--- config.mk ---
export PLATFORM = sky130hd
export DESIGN_NAME = cordic_rotator
export DESIGN_NICKNAME = d
export VERILOG_FILES = /design/src/rtl/cordic_rotator.sv
export SDC_FILE = /design/constraint.sdc
export NUM_CORES = 1
export LEC_CHECK = 0
export ABC_AREA = 1
export CAP_MARGIN = 15
export CORE_AREA = 2 2 257 196
export CTS_CLUSTER_DIAMETER = 30
export CTS_CLUSTER_SIZE = 10
export DETAILED_ROUTE_END_ITERATION = 8
export DIE_AREA = 0 0 259 198
export PLACE_DENSITY = 0.59
export RECOVER_POWER = 25
export SLEW_MARGIN = 25
export SYNTH_ARGS = -nofsm -noshare
export SYNTH_HDL_FRONTEND = slang
export SYNTH_SLANG_ARGS = --single-unit
--- constraint.sdc ---
create_clock -name clk -period 5.1 [get_ports clk]
set_clock_uncertainty 0.05 [all_clocks]
set_input_delay 1.275 -clock clk [delete_from_list [all_inputs] [get_ports clk]]
set_output_delay 1.275 -clock clk [all_outputs]
set_load 0.01 [all_outputs]
--- src/rtl/cordic_rotator.sv ---
// Iterative rotation-mode CORDIC: one micro-rotation per clock, angle per
// iteration fetched combinationally from an external arctangent table.
module cordic_rotator #(
  parameter int ITER = 16
) (
  input  logic        clk,
  input  logic        rst_n,
  input  logic        start,
  input  logic [31:0] x_in,
  input  logic [31:0] y_in,
  input  logic [31:0] z_in,
  output logic [31:0] tbl_idx,
  input  logic [31:0] tbl_angle,
  output logic        busy,
  output logic        done,
  output logic [31:0] x_out,
  output logic [31:0] y_out,
  output logic [31:0] z_out
);

  // state | meaning
  // IDLE  | waiting for start; outputs hold the last result
  // RUN   | one micro-rotation per edge, cnt = iteration index

  typedef enum logic {IDLE, RUN} state_t;

  state_t             state, state_nx;
  logic        [4:0]  cnt;
  logic               last;
  logic signed [31:0] x_r, y_r, z_r;
  logic signed [31:0] x_sh, y_sh;
  logic signed [31:0] x_nx, y_nx, z_nx;

  assign last    = (cnt == 5'(ITER - 1));
  assign busy    = (state == RUN);
  assign tbl_idx = (state == RUN) ? {27'd0, cnt} : 32'd0;

  always_ff @(posedge clk or negedge rst_n) begin
    if (!rst_n) state <= IDLE;
    else        state <= state_nx;
  end

  always_comb begin
    state_nx = state;
    case (state)
      IDLE:    if (start) state_nx = RUN;
      RUN:     if (last)  state_nx = IDLE;
      default: state_nx = IDLE;
    endcase
  end

  // Arithmetic shifts floor negative operands; z = 0 rotates positively.
  always_comb begin
    x_sh = x_r >>> cnt;
    y_sh = y_r >>> cnt;
    if (z_r[31]) begin
      x_nx = x_r + y_sh;
      y_nx = y_r - x_sh;
      z_nx = z_r + $signed(tbl_angle);
    end else begin
      x_nx = x_r - y_sh;
      y_nx = y_r + x_sh;
      z_nx = z_r - $signed(tbl_angle);
    end
  end

  always_ff @(posedge clk or negedge rst_n) begin
    if (!rst_n) begin
      cnt   <= 5'd0;
      x_r   <= '0;
      y_r   <= '0;
      z_r   <= '0;
      done  <= 1'b0;
      x_out <= '0;
      y_out <= '0;
      z_out <= '0;
    end else begin
      done <= 1'b0;
      case (state)
        IDLE: begin
          if (start) begin
            x_r <= $signed(x_in);
            y_r <= $signed(y_in);
            z_r <= $signed(z_in);
            cnt <= 5'd0;
          end
        end
        RUN: begin
          x_r <= x_nx;
          y_r <= y_nx;
          z_r <= z_nx;
          cnt <= cnt + 5'd1;
          if (last) begin
            x_out <= x_nx;
            y_out <= y_nx;
            z_out <= z_nx;
            done  <= 1'b1;
          end
        end
        default: ;
      endcase
    end
  end

endmodule

; Word level (Yosys, flattened, before mapping)
; Index checks and enable logic that the tools add are counted.
; W data, S select, Z words.
[classes]
n_reduce_logical = 1
bitwise_logic = 1
shift = 2
addsub = 7
n_mux = 17
n_eq_ne = 2
[ops]
columns = operator, n
row1 = $mux W32, 6
row2 = $pmux W32 S2, 3
row3 = $add A32 B32 Y32, 3
row4 = $sub A32 B32 Y32, 3
row5 = $sshr A32 B5 Y32, 2
row6 = $mux W5, 2
row7 = $pmux W5 S2, 1
row8 = $add A5 B1 Y5 const B, 1
row9 = $eq A5 B4 Y1 const B, 1
row10 = $mux W1, 4
row11 = $ne A2 B2 Y1 const B, 1
row12 = $pmux W1 S2, 1
row13 = $reduce_and A2 Y1, 1
row14 = $not A1 Y1, 1
[word_totals]
regBits = 199
inputBits = 131
elab_cells = 39
output_inout_bits = 130

; Depth between registers and ports, before layout
[logic_depth]
word_depth = 4
mapped_depth = 36
depth_no_buf = 34

; Least setup slack after synthesis
; Ideal clock, no wire load.
[synth_path]
path_type = input to register
from = input port tbl_angle[5]
to = register z_r[29]
slack_ns = 0.800
arrival_ns = 4.125
n_path_buf = 0
cell_stages = 18
t_required_ns = 4.925
setup_ns = 0.125
path_cell_list = nor3_1 nand3_1 nor3_1 nand2_1 nor3_1 nand4_1 nor3_2 nand2_1 nand2_1 o21ai_0 xor2_1 ha_1 inv_1 o21ai_0 a2111oi_0 nand3_1 nand3_1 nand3_1
[synth_between]
elab_chain_len = 3
word_cells_on_any_way = 4
classes_between = 2 x add/sub / 2 x mux
[synth_lines]
columns = item, line_no
row1 = from (decl), 13  ; input logic [31:0] tbl_angle,
row2 = $sub A32 B32 Y32 / $add A32 B32 Y32 (equally long branches), "63, 59"
row3 = $mux W32 (*), 56  ; if (z_r[31]) begin
row4 = $pmux W32 S2 (*), 79  ; case (state)
row5 = to (signal assigned), 84  ; z_r <= $signed(z_in);
row6 = to (signal assigned), 91  ; z_r <= z_nx;
row7 = to (decl), 30  ; logic signed [31:0] x_r, y_r, z_r;
; Mark *: on every way between the ends. The rest lies on a longest branch, timed or not.
; A chain may end at the register's enable or synchronous reset.

; Final worst setup path
[layout_path]
from = register cnt[0]
to = register x_out[21]
[layout_between]
elab_chain_len = 3
word_cells_on_any_way = 6
classes_between = 2 x add/sub / 1 x eq/ne / 1 x shift / 1 x mux / 1 x reduce/logical
[layout_lines]
columns = item, line_no
row1 = from (decl), 28  ; logic [4:0] cnt;
row2 = from (signal assigned), 92  ; cnt <= cnt + 5'd1;
row3 = $sshr A32 B5 Y32, 55  ; y_sh = y_r >>> cnt;
row4 = $sub A32 B32 Y32 / $add A32 B32 Y32 (equally long branches), "61, 57"
row5 = $mux W32, 56
row6 = to (signal assigned), 94  ; x_out <= x_nx;
row7 = to (decl), 16  ; output logic [31:0] x_out,
; Parallel ways exist; a longest one is shown, timed or not.

==> run_results.csv <==
group,metric,value,unit
sta,fin_ws,0.234,ns
global_route,grt.overflow.total,0,
synth,syn_area,0.0193,mm2
detailed_routing,drt_iter0_drc,2457,
detailed_routing,route.met2.wl,35900,um
synth,synth_compound_area_share,11.0,%
synth,synthXorXnorAreaFrac,5.98,%
outcome,status,"complete, but fails checks",
setup_path,cp-start-kind,"register",
placement,post-place-ws,-0.146,ns
placement,place.gp.congestion,0.990,
placement,hpwl,65500,um
min_path,hold_class,"register to register",
detailed_routing,drt-met1-wl,39700,um
job,drv_cap,1,
floorplan,initial_utilization,39.4,%
detailed_routing,vias_per_cell,5.54,
sta,holdWs,0.440,ns
cts,cts_sinks,199,
final_layout,fin_util,49.1,%
detailed_routing,wl_met3,5880,um
synth,syn_inst,3003,
sta,slew_headroom,-84.2,%
synth,synthSimpleGateAreaFrac,41.7,%
cts,clkSlewWorstSetupHoldPaths,0.08,ns
global_route,grt_pass1_wl,126000,um
synth,synthTopCellsByCount,"nand2_1 (920), nand3_1 (613), dfrtp_1 (199)",
floorplan,dieArea,0.0513,mm2
setup_path,end_kind,"register",
setup_path,path_buf_inv,5,
global_route,grt_pass1_vias,20500,
floorplan,fp-row-count,71,
detailed_routing,vias,22100,
outcome,violations,"max-capacitance violations, max-slew violations",
cts,ctsHtreeMaxLevel,4,
global_route,track_usage,32.2,%
synth,synth_cell_types,51,
synth,synth_top_area_cell,"dfrtp_1",
detailed_routing,top_layer_used,"met4",
synth,synth_most_common_cell,"nand2_1",
synth,synth-seq-area-share,25.7,%
detailed_routing,ant_nets,0,
cts,clock_path_buffers,2,
sta,drv_slew,100,
setup_path,cpPeakStageDelay,0.46,ns
cts,cts_root_buffer,"clkbuf_16",
setup_path,worstSetupPathType,"register to register",
detailed_routing,wl_per_cell,20.7,um
final_layout,areaGrowthSynthToFinish,24.7,%
sta,fin_crit_sh,95.4,%
sta,hold_violations,0,
global_route,antenna_found_initial,0,
synth,synthFlopType,"dfrtp_1",
floorplan,io_pins,261,
detailed_routing,drc,0,
setup_path,slowest_stage,"dfrtp_2",
sta,final-setup-viol-count,0,
global_route,grt_max_degree,103,
synth,synth_top_family_by_area,"simple AND/OR/NAND/NOR gates",
final_layout,drive_gt1_share,10.5,%
cts,cts_tree,"yes",
sta,layout_min_cycle_time,4.87,ns
sta,rsz0062_at_grt,"true",
sta,fmax,0.205,GHz
synth,synth.area.top_cells,"dfrtp_1 (26%), nand2_1 (18%), nand3_1 (16%)",
setup_path,critPathMaxFanout,34,
placement,io_buffer_count,233,
synth,synth-edff-count,0,
synth,avgSynthCellArea,6.44,um2
floorplan,dieHeight,198,um
synth,synthMuxAreaShare,0,%
final_layout,diodes,0,
cts,clk_latency,0.51,ns
detailed_routing,wl,82600,um
final_layout,fin_nets,3551,
setup_path,path_delay_family,"compound AO/OA/AOI/OAI gates",
floorplan,die_x,259,um
setup_path,cp.arrival,5.25,ns
detailed_routing,dr.pass1.iters,9,
setup_path,cpMostUsedCell,"nand2_1",
synth,synth_seq_cells,199,
synth,synth_top_area_share,25.7,%
synth,yosysWarnings,0,
setup_path,cp.required,5.49,ns
sta,tightest_slew,2.76,ns
synth,async_reset_ff_share,100,%
floorplan,coreArea,0.0491,mm2
cts,cts_buffers,17,
synth,synth-adder-area-share,7.10,%
[worst paths after layout]
kind / cells past startpoint / to / startpoint / slack [ns]
worst max-delay path: 26 / x_out[21] / cnt[0] / 0.23
worst min-delay path: 2 / x_out[26] / x_out[26] / 0.44
worst max register to register: 26 / x_out[21] / cnt[0] / 0.23
min in group asynchronous: 1 / y_out[6] / rst_n / 1.51
max in group asynchronous: 2 / y_out[16] / rst_n / 1.56
worst min register to register: 2 / x_out[26] / x_out[26] / 0.44
[through the flow]
stage,std cells,instance area (um2),TNS [ns]
final,3982,24100,0
after global routing,3982,24100,-0.287
after CTS,3981,24000,0
after detailed placement,3949,23400,-1.44
after global placement,3949,23400,-1.07
after floorplan,3029,19400,0
[layout make-up]
cell class              instances  area, um2
fillers                      5089      25000
multi-input cells            2458      12900
flip-flops and latches        199       4980
repair buffers                435       3980
well taps                     657        822
inverters                     201        764
clock buffers                  17        425
clock inverters                15        239
[per-layer routing]
layer	vias up	global-route usage, %
met4	0	6.27
met5	-	0
met3	69	4.52
met2	832	49.2
met1	10500	48.0
li1	10600	-
[cells by family after synthesis]
group	after synthesis
and+or+nand+nor	1829
buffers and inverters	372
AOI/OAI and AO/OA	362
DFF	199
xor gates and xnor gates	132
adders and majority gates	108
other	1
[tightest hold or removal path: cells and delay by family (launching register included)]
family	cells	cell delay [ns]
simple gates	2	0.10
flops	1	0.35
[cell usage in the layout (no fill, tap or decap), drive strengths merged, types with 2 or more instances in the layout]
cell type and count:
buf 201, a31oi 18, o22ai 3, fa 3, xor2 86, clkinvlp 2
nor4 9, nor3 27, o221ai 5, a221oi 3, o211ai 49, o21ai 126
ha 105, conb 27, and2 4, and3 2, bufinv 4, nand3 629
clkbuf 20, a21boi 3, o21bai 5, clkdlybuf4s50 231, clkinv 5, o21a 9
xnor2 46, nor2 165, nand2 943, a21o 15, a21oi 114, nand3b 9
dfrtp 199, o31ai 8, or2 24, nand4 17, inv 205
[sequential cells by signal (all words and copies together) (netlist names)]
signal,count
x_r,32
done,1
z_out,32
x_out,32
y_r,32
busy,1
z_r,32
y_out,32
cnt,5
[what timing repair did]
item	CTS	global route
gates resized for setup	0	19
hold buffers	0	0
setup buffers	0	1
endpoints found under the setup margin	0	46
Power is not shown: default switching activity piles up to over one toggle a cycle in this logic, so the estimate is an artifact.
